## src/rtl/axil_uart_sequencer_if.sv

```systemverilog
// AXI4-Lite bundle between the UART sequencer (master) and the UART register slave.
interface axil_uart_sequencer_if #(
  parameter int C_S_AXI_ADDR_WIDTH = 4,
  parameter int C_S_AXI_DATA_WIDTH = 32
);
  logic [C_S_AXI_ADDR_WIDTH-1:0]     M_AXI_AWADDR;
  logic                              M_AXI_AWVALID;
  logic                              M_AXI_AWREADY;
  logic [C_S_AXI_DATA_WIDTH-1:0]     M_AXI_WDATA;
  logic [C_S_AXI_DATA_WIDTH/8-1:0]   M_AXI_WSTB;
  logic                              M_AXI_WVALID;
  logic                              M_AXI_WREADY;
  logic [1:0]                        M_AXI_BRESP;
  logic                              M_AXI_BVALID;
  logic                              M_AXI_BREADY;
  logic [C_S_AXI_ADDR_WIDTH-1:0]     M_AXI_ARADDR;
  logic                              M_AXI_ARVALID;
  logic                              M_AXI_ARREADY;
  logic [C_S_AXI_DATA_WIDTH-1:0]     M_AXI_RDATA;
  logic [1:0]                        M_AXI_RRESP;
  logic                              M_AXI_RVALID;
  logic                              M_AXI_RREADY;

  modport master (
    output M_AXI_AWADDR, M_AXI_AWVALID, M_AXI_WDATA, M_AXI_WSTB, M_AXI_WVALID,
           M_AXI_BREADY, M_AXI_ARADDR, M_AXI_ARVALID, M_AXI_RREADY,
    input  M_AXI_AWREADY, M_AXI_WREADY, M_AXI_BRESP, M_AXI_BVALID,
           M_AXI_ARREADY, M_AXI_RDATA, M_AXI_RRESP, M_AXI_RVALID
  );

  modport slave (
    input  M_AXI_AWADDR, M_AXI_AWVALID, M_AXI_WDATA, M_AXI_WSTB, M_AXI_WVALID,
           M_AXI_BREADY, M_AXI_ARADDR, M_AXI_ARVALID, M_AXI_RREADY,
    output M_AXI_AWREADY, M_AXI_WREADY, M_AXI_BRESP, M_AXI_BVALID,
           M_AXI_ARREADY, M_AXI_RDATA, M_AXI_RRESP, M_AXI_RVALID
  );
endinterface

```

## src/rtl/axil_uart_sequencer.sv

```systemverilog
// AXI4-Lite master that initialises the UART, polls STAT and pushes a 1-entry TX hold into the TX FIFO.
// Define UART_SEQ_RX_EN to also drain the RX FIFO onto rx_data/rx_valid.
module axil_uart_sequencer #(
  parameter int C_S_AXI_ADDR_WIDTH = 4,
  parameter int C_S_AXI_DATA_WIDTH = 32,
  parameter int POLL_GAP = 16,
  parameter logic [C_S_AXI_ADDR_WIDTH-1:0] ADDR_RX   = 4'h0,
  parameter logic [C_S_AXI_ADDR_WIDTH-1:0] ADDR_TX   = 4'h4,
  parameter logic [C_S_AXI_ADDR_WIDTH-1:0] ADDR_STAT = 4'h8,
  parameter logic [C_S_AXI_ADDR_WIDTH-1:0] ADDR_CTRL = 4'hC
) (
  input  logic                  S_AXI_ACLK,
  input  logic                  S_AXI_ARESETN,
  input  logic [7:0]            tx_data,
  input  logic                  tx_valid,
  output logic                  tx_ready,
  output logic [7:0]            rx_data,
  output logic                  rx_valid,
  input  logic                  rx_ready,
  output logic                  err,
  axil_uart_sequencer_if.master m_axi
);
  localparam int AW = C_S_AXI_ADDR_WIDTH;
  localparam int DW = C_S_AXI_DATA_WIDTH;
  localparam logic [7:0]    GAP_RELOAD    = 8'(POLL_GAP);
  localparam logic [DW-1:0] CTRL_FIFO_RST = DW'(3);
`ifdef UART_SEQ_RX_EN
  localparam logic RX_EN = 1'b1;
`else
  localparam logic RX_EN = 1'b0;
`endif

  typedef enum logic [2:0] {
    S_INIT, S_IDLE, S_POLL, S_DECIDE, S_TXW
`ifdef UART_SEQ_RX_EN
    , S_RXR
`endif
  } state_t;

  state_t        r_state, w_state_nxt;
  logic          r_busy, w_busy_nxt;
  logic          r_awvalid, w_awvalid_nxt;
  logic          r_wvalid, w_wvalid_nxt;
  logic          r_bready, w_bready_nxt;
  logic          r_arvalid, w_arvalid_nxt;
  logic          r_rready, w_rready_nxt;
  logic [AW-1:0] r_awaddr, w_awaddr_nxt;
  logic [AW-1:0] r_araddr, w_araddr_nxt;
  logic [DW-1:0] r_wdata, w_wdata_nxt;
  logic [7:0]    r_hold, w_hold_nxt;
  logic          r_hold_full, w_hold_full_nxt;
  logic          r_tx_ready, w_tx_ready_nxt;
  logic [7:0]    r_gap, w_gap_nxt;
  logic [7:0]    r_stat, w_stat_nxt;
  logic          r_err, w_err_nxt;
`ifdef UART_SEQ_RX_EN
  logic [7:0]    r_rx_data, w_rx_data_nxt;
  logic          r_rx_valid, w_rx_valid_nxt;
`endif

  logic          w_issue_wr, w_issue_rd;
  logic [AW-1:0] w_req_addr;
  logic [DW-1:0] w_req_data;
  logic          w_aw_hs, w_w_hs, w_b_hs, w_ar_hs, w_r_hs;
  logic          w_poll_en;

  assign w_aw_hs   = r_awvalid && m_axi.M_AXI_AWREADY;
  assign w_w_hs    = r_wvalid  && m_axi.M_AXI_WREADY;
  assign w_b_hs    = r_bready  && m_axi.M_AXI_BVALID;
  assign w_ar_hs   = r_arvalid && m_axi.M_AXI_ARREADY;
  assign w_r_hs    = r_rready  && m_axi.M_AXI_RVALID;
  // Without an RX path there is nothing to poll for until a byte is held.
  assign w_poll_en = r_hold_full || RX_EN;

  always_comb begin
    w_state_nxt     = r_state;
    w_busy_nxt      = r_busy;
    w_awvalid_nxt   = r_awvalid;
    w_wvalid_nxt    = r_wvalid;
    w_bready_nxt    = r_bready;
    w_arvalid_nxt   = r_arvalid;
    w_rready_nxt    = r_rready;
    w_awaddr_nxt    = r_awaddr;
    w_araddr_nxt    = r_araddr;
    w_wdata_nxt     = r_wdata;
    w_hold_nxt      = r_hold;
    w_hold_full_nxt = r_hold_full;
    w_gap_nxt       = r_gap;
    w_stat_nxt      = r_stat;
    w_err_nxt       = r_err;
    w_issue_wr      = 1'b0;
    w_issue_rd      = 1'b0;
    w_req_addr      = '0;
    w_req_data      = '0;
`ifdef UART_SEQ_RX_EN
    w_rx_data_nxt   = r_rx_data;
    w_rx_valid_nxt  = r_rx_valid;
    if (r_rx_valid && rx_ready) w_rx_valid_nxt = 1'b0;
`endif

    case (r_state)
      S_INIT: begin
        if (!r_busy) begin
          w_issue_wr = 1'b1;
          w_req_addr = ADDR_CTRL;
          w_req_data = CTRL_FIFO_RST;
        end else if (w_b_hs) begin
          w_state_nxt = S_IDLE;
        end
      end
      S_IDLE: begin
        if (!w_poll_en)       w_gap_nxt = GAP_RELOAD;
        else if (r_gap == '0) w_state_nxt = S_POLL;
        else                  w_gap_nxt = r_gap - 8'd1;
      end
      S_POLL: begin
        if (!r_busy) begin
          w_issue_rd = 1'b1;
          w_req_addr = ADDR_STAT;
        end else if (w_r_hs) begin
          w_stat_nxt  = m_axi.M_AXI_RDATA[7:0];
          w_state_nxt = S_DECIDE;
        end
      end
      S_DECIDE: begin
        if (r_hold_full && !r_stat[3]) begin
          w_state_nxt = S_TXW;
`ifdef UART_SEQ_RX_EN
        end else if (r_stat[0] && !r_rx_valid) begin
          w_state_nxt = S_RXR;
`endif
        end else begin
          w_gap_nxt   = GAP_RELOAD;
          w_state_nxt = S_IDLE;
        end
      end
      S_TXW: begin
        if (!r_busy) begin
          w_issue_wr = 1'b1;
          w_req_addr = ADDR_TX;
          w_req_data = {{(DW-8){1'b0}}, r_hold};
        end else if (w_b_hs) begin
          // An errored write still retires the byte; err records the loss.
          w_hold_full_nxt = 1'b0;
          w_state_nxt     = S_POLL;
        end
      end
`ifdef UART_SEQ_RX_EN
      S_RXR: begin
        if (!r_busy) begin
          w_issue_rd = 1'b1;
          w_req_addr = ADDR_RX;
        end else if (w_r_hs) begin
          if (m_axi.M_AXI_RRESP == 2'b00) begin
            w_rx_data_nxt  = m_axi.M_AXI_RDATA[7:0];
            w_rx_valid_nxt = 1'b1;
          end
          w_state_nxt = S_POLL;
        end
      end
`endif
      default: w_state_nxt = S_INIT;
    endcase

    if (w_aw_hs) w_awvalid_nxt = 1'b0;
    if (w_w_hs)  w_wvalid_nxt  = 1'b0;
    if (w_b_hs) begin
      w_bready_nxt = 1'b0;
      w_busy_nxt   = 1'b0;
      if (m_axi.M_AXI_BRESP != 2'b00) w_err_nxt = 1'b1;
    end
    if (w_ar_hs) begin
      w_arvalid_nxt = 1'b0;
      w_rready_nxt  = 1'b1;
    end
    if (w_r_hs) begin
      w_rready_nxt = 1'b0;
      w_busy_nxt   = 1'b0;
      if (m_axi.M_AXI_RRESP != 2'b00) w_err_nxt = 1'b1;
    end
    if (w_issue_wr) begin
      w_awvalid_nxt = 1'b1;
      w_wvalid_nxt  = 1'b1;
      w_bready_nxt  = 1'b1;
      w_awaddr_nxt  = w_req_addr;
      w_wdata_nxt   = w_req_data;
      w_busy_nxt    = 1'b1;
    end
    if (w_issue_rd) begin
      w_arvalid_nxt = 1'b1;
      w_araddr_nxt  = w_req_addr;
      w_busy_nxt    = 1'b1;
    end

    // Accept wins over a same-cycle retire so a new byte is never dropped.
    if (tx_valid && r_tx_ready) begin
      w_hold_nxt      = tx_data;
      w_hold_full_nxt = 1'b1;
    end
    w_tx_ready_nxt = !w_hold_full_nxt;
  end

  always_ff @(posedge S_AXI_ACLK) begin
    if (!S_AXI_ARESETN) begin
      r_state     <= S_INIT;
      r_busy      <= 1'b0;
      r_awvalid   <= 1'b0;
      r_wvalid    <= 1'b0;
      r_bready    <= 1'b0;
      r_arvalid   <= 1'b0;
      r_rready    <= 1'b0;
      r_awaddr    <= '0;
      r_araddr    <= '0;
      r_wdata     <= '0;
      r_hold      <= '0;
      r_hold_full <= 1'b0;
      r_tx_ready  <= 1'b0;
      r_gap       <= GAP_RELOAD;
      r_stat      <= '0;
      r_err       <= 1'b0;
`ifdef UART_SEQ_RX_EN
      r_rx_data   <= '0;
      r_rx_valid  <= 1'b0;
`endif
    end else begin
      r_state     <= w_state_nxt;
      r_busy      <= w_busy_nxt;
      r_awvalid   <= w_awvalid_nxt;
      r_wvalid    <= w_wvalid_nxt;
      r_bready    <= w_bready_nxt;
      r_arvalid   <= w_arvalid_nxt;
      r_rready    <= w_rready_nxt;
      r_awaddr    <= w_awaddr_nxt;
      r_araddr    <= w_araddr_nxt;
      r_wdata     <= w_wdata_nxt;
      r_hold      <= w_hold_nxt;
      r_hold_full <= w_hold_full_nxt;
      r_tx_ready  <= w_tx_ready_nxt;
      r_gap       <= w_gap_nxt;
      r_stat      <= w_stat_nxt;
      r_err       <= w_err_nxt;
`ifdef UART_SEQ_RX_EN
      r_rx_data   <= w_rx_data_nxt;
      r_rx_valid  <= w_rx_valid_nxt;
`endif
    end
  end

  assign tx_ready            = r_tx_ready;
  assign err                 = r_err;
`ifdef UART_SEQ_RX_EN
  assign rx_data             = r_rx_data;
  assign rx_valid            = r_rx_valid;
`else
  assign rx_data             = '0;
  assign rx_valid            = 1'b0;
`endif
  assign m_axi.M_AXI_AWADDR  = r_awaddr;
  assign m_axi.M_AXI_AWVALID = r_awvalid;
  assign m_axi.M_AXI_WDATA   = r_wdata;
  assign m_axi.M_AXI_WSTB    = '1;
  assign m_axi.M_AXI_WVALID  = r_wvalid;
  assign m_axi.M_AXI_BREADY  = r_bready;
  assign m_axi.M_AXI_ARADDR  = r_araddr;
  assign m_axi.M_AXI_ARVALID = r_arvalid;
  assign m_axi.M_AXI_RREADY  = r_rready;
endmodule

```

## src/flat_wrapper.sv

```systemverilog
// flat-port wrapper written by rule: the top's interface ports become plain ports
module axil_uart_sequencer_flat 
#(
  parameter int C_S_AXI_ADDR_WIDTH = 4,
  parameter int C_S_AXI_DATA_WIDTH = 32,
  parameter int POLL_GAP = 16,
  parameter logic [C_S_AXI_ADDR_WIDTH-1:0] ADDR_RX   = 4'h0,
  parameter logic [C_S_AXI_ADDR_WIDTH-1:0] ADDR_TX   = 4'h4,
  parameter logic [C_S_AXI_ADDR_WIDTH-1:0] ADDR_STAT = 4'h8,
  parameter logic [C_S_AXI_ADDR_WIDTH-1:0] ADDR_CTRL = 4'hC
)
  (S_AXI_ACLK, S_AXI_ARESETN, tx_data, tx_valid, tx_ready, rx_data, rx_valid, rx_ready, err, m_axi_M_AXI_AWADDR, m_axi_M_AXI_AWVALID, m_axi_M_AXI_WDATA, m_axi_M_AXI_WSTB, m_axi_M_AXI_WVALID, m_axi_M_AXI_BREADY, m_axi_M_AXI_ARADDR, m_axi_M_AXI_ARVALID, m_axi_M_AXI_RREADY, m_axi_M_AXI_AWREADY, m_axi_M_AXI_WREADY, m_axi_M_AXI_BRESP, m_axi_M_AXI_BVALID, m_axi_M_AXI_ARREADY, m_axi_M_AXI_RDATA, m_axi_M_AXI_RRESP, m_axi_M_AXI_RVALID);
  axil_uart_sequencer_if #(.C_S_AXI_ADDR_WIDTH(C_S_AXI_ADDR_WIDTH), .C_S_AXI_DATA_WIDTH(C_S_AXI_DATA_WIDTH)) m_axi_i ();
  input  logic S_AXI_ACLK;
  input  logic S_AXI_ARESETN;
  input  logic [7:0] tx_data;
  input  logic tx_valid;
  output logic tx_ready;
  output logic [7:0] rx_data;
  output logic rx_valid;
  input  logic rx_ready;
  output logic err;
  output wire logic [$bits(m_axi_i.M_AXI_AWADDR)-1:0] m_axi_M_AXI_AWADDR;
  output wire logic [$bits(m_axi_i.M_AXI_AWVALID)-1:0] m_axi_M_AXI_AWVALID;
  output wire logic [$bits(m_axi_i.M_AXI_WDATA)-1:0] m_axi_M_AXI_WDATA;
  output wire logic [$bits(m_axi_i.M_AXI_WSTB)-1:0] m_axi_M_AXI_WSTB;
  output wire logic [$bits(m_axi_i.M_AXI_WVALID)-1:0] m_axi_M_AXI_WVALID;
  output wire logic [$bits(m_axi_i.M_AXI_BREADY)-1:0] m_axi_M_AXI_BREADY;
  output wire logic [$bits(m_axi_i.M_AXI_ARADDR)-1:0] m_axi_M_AXI_ARADDR;
  output wire logic [$bits(m_axi_i.M_AXI_ARVALID)-1:0] m_axi_M_AXI_ARVALID;
  output wire logic [$bits(m_axi_i.M_AXI_RREADY)-1:0] m_axi_M_AXI_RREADY;
  input wire logic [$bits(m_axi_i.M_AXI_AWREADY)-1:0] m_axi_M_AXI_AWREADY;
  input wire logic [$bits(m_axi_i.M_AXI_WREADY)-1:0] m_axi_M_AXI_WREADY;
  input wire logic [$bits(m_axi_i.M_AXI_BRESP)-1:0] m_axi_M_AXI_BRESP;
  input wire logic [$bits(m_axi_i.M_AXI_BVALID)-1:0] m_axi_M_AXI_BVALID;
  input wire logic [$bits(m_axi_i.M_AXI_ARREADY)-1:0] m_axi_M_AXI_ARREADY;
  input wire logic [$bits(m_axi_i.M_AXI_RDATA)-1:0] m_axi_M_AXI_RDATA;
  input wire logic [$bits(m_axi_i.M_AXI_RRESP)-1:0] m_axi_M_AXI_RRESP;
  input wire logic [$bits(m_axi_i.M_AXI_RVALID)-1:0] m_axi_M_AXI_RVALID;
  assign m_axi_M_AXI_AWADDR = m_axi_i.M_AXI_AWADDR;
  assign m_axi_M_AXI_AWVALID = m_axi_i.M_AXI_AWVALID;
  assign m_axi_M_AXI_WDATA = m_axi_i.M_AXI_WDATA;
  assign m_axi_M_AXI_WSTB = m_axi_i.M_AXI_WSTB;
  assign m_axi_M_AXI_WVALID = m_axi_i.M_AXI_WVALID;
  assign m_axi_M_AXI_BREADY = m_axi_i.M_AXI_BREADY;
  assign m_axi_M_AXI_ARADDR = m_axi_i.M_AXI_ARADDR;
  assign m_axi_M_AXI_ARVALID = m_axi_i.M_AXI_ARVALID;
  assign m_axi_M_AXI_RREADY = m_axi_i.M_AXI_RREADY;
  assign m_axi_i.M_AXI_AWREADY = m_axi_M_AXI_AWREADY;
  assign m_axi_i.M_AXI_WREADY = m_axi_M_AXI_WREADY;
  assign m_axi_i.M_AXI_BRESP = m_axi_M_AXI_BRESP;
  assign m_axi_i.M_AXI_BVALID = m_axi_M_AXI_BVALID;
  assign m_axi_i.M_AXI_ARREADY = m_axi_M_AXI_ARREADY;
  assign m_axi_i.M_AXI_RDATA = m_axi_M_AXI_RDATA;
  assign m_axi_i.M_AXI_RRESP = m_axi_M_AXI_RRESP;
  assign m_axi_i.M_AXI_RVALID = m_axi_M_AXI_RVALID;
  axil_uart_sequencer #(.C_S_AXI_ADDR_WIDTH(C_S_AXI_ADDR_WIDTH), .C_S_AXI_DATA_WIDTH(C_S_AXI_DATA_WIDTH), .POLL_GAP(POLL_GAP), .ADDR_RX(ADDR_RX), .ADDR_TX(ADDR_TX), .ADDR_STAT(ADDR_STAT), .ADDR_CTRL(ADDR_CTRL)) u_core (.S_AXI_ACLK(S_AXI_ACLK), .S_AXI_ARESETN(S_AXI_ARESETN), .tx_data(tx_data), .tx_valid(tx_valid), .tx_ready(tx_ready), .rx_data(rx_data), .rx_valid(rx_valid), .rx_ready(rx_ready), .err(err), .m_axi(m_axi_i));
endmodule
```

## config.mk

```make
export PLATFORM = sky130hd
export DESIGN_NAME = axil_uart_sequencer_flat
export DESIGN_NICKNAME = d
export VERILOG_FILES = /design/src/rtl/axil_uart_sequencer_if.sv /design/src/rtl/axil_uart_sequencer.sv /design/src/flat_wrapper.sv
export SDC_FILE = /design/constraint.sdc
export NUM_CORES = 1
export LEC_CHECK = 0
export CAP_MARGIN = 0
export CORE_ASPECT_RATIO = 1.1
export CORE_MARGIN = 2
export CORE_UTILIZATION = 50
export DETAILED_ROUTE_END_ITERATION = 12
export DONT_BUFFER_PORTS = 1
export HOLD_SLACK_MARGIN = 0.06
export PLACE_DENSITY_LB_ADDON = 0.3
export SYNTH_ARGS = -nofsm -noshare
export SYNTH_HDL_FRONTEND = slang
export SYNTH_SLANG_ARGS = --single-unit
```

## constraint.sdc

```tcl
create_clock -name S_AXI_ACLK -period 3.6 [get_ports S_AXI_ACLK]
set_input_delay 0.72 -clock S_AXI_ACLK [delete_from_list [all_inputs] [get_ports S_AXI_ACLK]]
set_output_delay 0.72 -clock S_AXI_ACLK [all_outputs]
set_load 0.02 [all_outputs]
```

==> impl_metrics.csv <==
group,metric,value,unit
timing,clock_skew,0.00614,ns
clock_network,cts-resized-gates,0,
worst_setup_path,cp_slowest_cell,"or4_4",
routing,wl_met1,1630,um
placement,place_area,1880,sq um
logic_synthesis,avgSynthCellArea,8.05,sq um
logic_synthesis,synthAdderAreaFrac,1.24,%
clock_network,post-cts-setup-buffers,0,
cells_and_area,final_area,2000,sq um
routing,wl_met2,1570,um
routing,dr.first_iter.drc_count,84,
timing,holdWs,0.463,ns
logic_synthesis,ys.flop_type,"dfxtp_1",
routing,drt_pre_antenna_iters,4,
logic_synthesis,synth_xor_area_share,0,%
pwr,power_leakage,0.781,nW
clock_network,cts_tree,"yes",
placement,place.gp.congestion,0.725,
worst_setup_path,crit_path_end_kind,"flop",
worst_setup_path,cpMostUsedCell,"or4_4",
worst_setup_path,required,3.79,ns
global_routing,grt_pass1_wl,5750,um
placement,place_inst,290,
logic_synthesis,synth_top_area_share,40.6,%
clock_network,htree_levels,2,
logic_synthesis,yosys_warnings,0,
timing,fin_crit_sh,58.0,%
timing,period_minus_slack,2.09,ns
worst_setup_path,startpoint_type,"flop",
global_routing,groute.usage.overall,16.0,%
pwr,power,1.03,mW
logic_synthesis,synth_edf_count,0,
status,status,"complete, no violations",
logic_synthesis,syn_inst,251,
pwr,powerDensity,517,nW/um^2
die,core,3930,sq um
timing,max_freq,479,MHz
logic_synthesis,synthTopCellsByCount,"buf_4 (41), dfxtp_1 (41), nand2_1 (35)",
die,die_w,64.6,um
clock_network,path_clk_slew,0.08,ns
timing,setup-tns-final,0,ns
placement,dp.final_hpwl,2540,um
worst_setup_path,arrival,2.28,ns
routing,num_vias,1496,
routing,ant_nets,0,
logic_synthesis,synth.area.mux_share,1.55,%
clock_network,clockBufferDepth,2,
timing,final-setup-viol-count,0,
logic_synthesis,synth_top_family_by_area,"simple AND/OR/NAND/NOR gates",
die,row_count,24,
timing,worst_pin_slew,1.06,ns
routing,wl_per_cell,12.0,um
logic_synthesis,synth_simple_gate_area_share,23.5,%
clock_network,cts_hold_buffers,0,
routing,vias_per_cell,5.02,
clock_network,numCtsBuffers,5,
worst_setup_path,path_delay_family,"simple AND/OR/NAND/NOR gates",
routing,wl_met3,289,um
logic_synthesis,ys_seq_area_share,40.6,%
logic_synthesis,synth-seq-cells,41,
logic_synthesis,synth-compound-area-share,14.4,%
logic_synthesis,yosysTopAreaCell,"dfxtp_1",
die,dieArea,4570,sq um
timing,rsz0062_at_grt,"no",
logic_synthesis,yosysUniqueCellTypes,40,
clock_network,cts_root_buffer,"clkbuf_8",
worst_setup_path,crit_buf_inv,0,
routing,drt_wl_total,3560,um
clock_network,clock-sinks,41,
cells_and_area,diodes,0,
routing,top_layer_used,"met4",
logic_synthesis,synthTopCellsByArea,"dfxtp_1 (41%), buf_4 (15%), nand2_1 (6.5%)",
cells_and_area,fin_nets,300,
global_routing,grt_remaining_overflow,0,
worst_setup_path,path_max_fanout,11,
placement,io_buffer_count,0,
worst_setup_path,crit_chain,"or4_4, or4_4, o31a_4, a22o_1",
timing,drv_slew,0,
worst_setup_path,worstSetupPathType,"reg2reg",
pwr,ir_worst_vdd,252,uV
clock_network,clock_latency,0.30,ns
die,die_height,70.7,um
die,pin_count,113,
die,initial_utilization,51.4,%
cells_and_area,final_cells,298,
timing,worst_slew_margin_rel,28.8,%
logic_synthesis,synthArstFlopShare,0,%
global_routing,antenna_found_initial,0,
flow_run,drv_cap,0,
logic_synthesis,syn_area,2020,sq um
routing,route.detailed.drc,0,
global_routing,grt_max_degree,32,
worst_setup_path,cpPeakStageDelay,0.55,ns
global_routing,grt_pass1_vias,1252,
cells_and_area,layout-drive-gt1-share,4.88,%
timing,hold_viol,0,
hold_path,hold_class,"reg2reg",
cells_and_area,areaGrowthSynthToFinish,-1.18,%
[path summary, 6_finish.rpt]
path | start | to | slack [ns] | depth (start not counted)
setup reg to reg | u_core.r_gap[3]$_SDFFE_PN0P_ | u_core.r_gap[4]$_SDFFE_PN1P_ | 1.51 | 4
setup / recovery | u_core.r_gap[3]$_SDFFE_PN0P_ | u_core.r_gap[4]$_SDFFE_PN1P_ | 1.51 | 4
hold / removal | u_core.r_hold[6]$_SDFFE_PN0P_ | u_core.r_hold[6]$_SDFFE_PN0P_ | 0.46 | 2
hold reg to reg | u_core.r_hold[6]$_SDFFE_PN0P_ | u_core.r_hold[6]$_SDFFE_PN0P_ | 0.46 | 2
[per-layer routing]
metal  track usage (%)  up-vias
met4              7.80        0
met1              20.0      681
met3              6.52        7
li1                  -      757
met5                 0        -
met2              24.1       51
[placed cells by master (no fill, tap or decap), types with 3 or more instances in the layout]
master / count
a31oi_1: 8
or3_1: 3
o21ai_0: 3
conb_1: 41
nand3_1: 8
nand2_1: 35
nor3_1: 7
clkbuf_8: 5
nand2b_1: 9
inv_1: 5
nor2_1: 23
a21oi_1: 22
dfxtp_1: 41
[power by group]
part	leakage [nW]	switching, mW	internal (mW)
clock	0.0543	0.165	0.207
sequential	0.335	0.0411	0.483
combinational	0.392	0.0953	0.0415
total	0.781	0.301	0.731
[flip-flops by register name, indices dropped and copies added, names as in the netlist, 2 cells and up]
register and flops:
u_core.r_state 3, u_core.r_hold 8, u_core.r_gap 8, u_core.m_axi.M_AXI_WDATA 8, u_core.m_axi.M_AXI_AWADDR 2, u_core.m_axi.M_AXI_ARADDR 2
[per-stage QoR]
stage / util (%) / setup WS, ns
6_report: 50.8 / 1.51
5_1_grt: 50.8 / 1.48
4_1_cts: 50.8 / 1.52
3_5_place_dp: 47.8 / 1.52
3_3_place_gp: 47.8 / 1.53
2_1_floorplan: - / 1.70
[layout make-up]
cell class,count,area [sq um]
fillers,375,1940
multi-input cells,192,977
inverters,5,18.8
flip-flops and latches,41,821
clock inverters,3,46.3
clock buffers,5,68.8
well taps,52,65.1
[kinds of logic after synthesis]
| logic type | after synthesis |
|---|---|
| mux | 3 |
| simple gates | 99 |
| flops | 41 |
| fa+ha+maj | 2 |
| other cells | 2 |
| compound gates | 47 |
| buf+inv | 57 |
[worst register-to-register path, delay by kind of cell (launching register included)]
| family | cells | cell delay, ns |
|---|---|---|
| compound gates | 2 | 0.56 |
| flops | 1 | 0.35 |
| simple gates | 2 | 1.07 |
(Power assumes the default switching activity.)
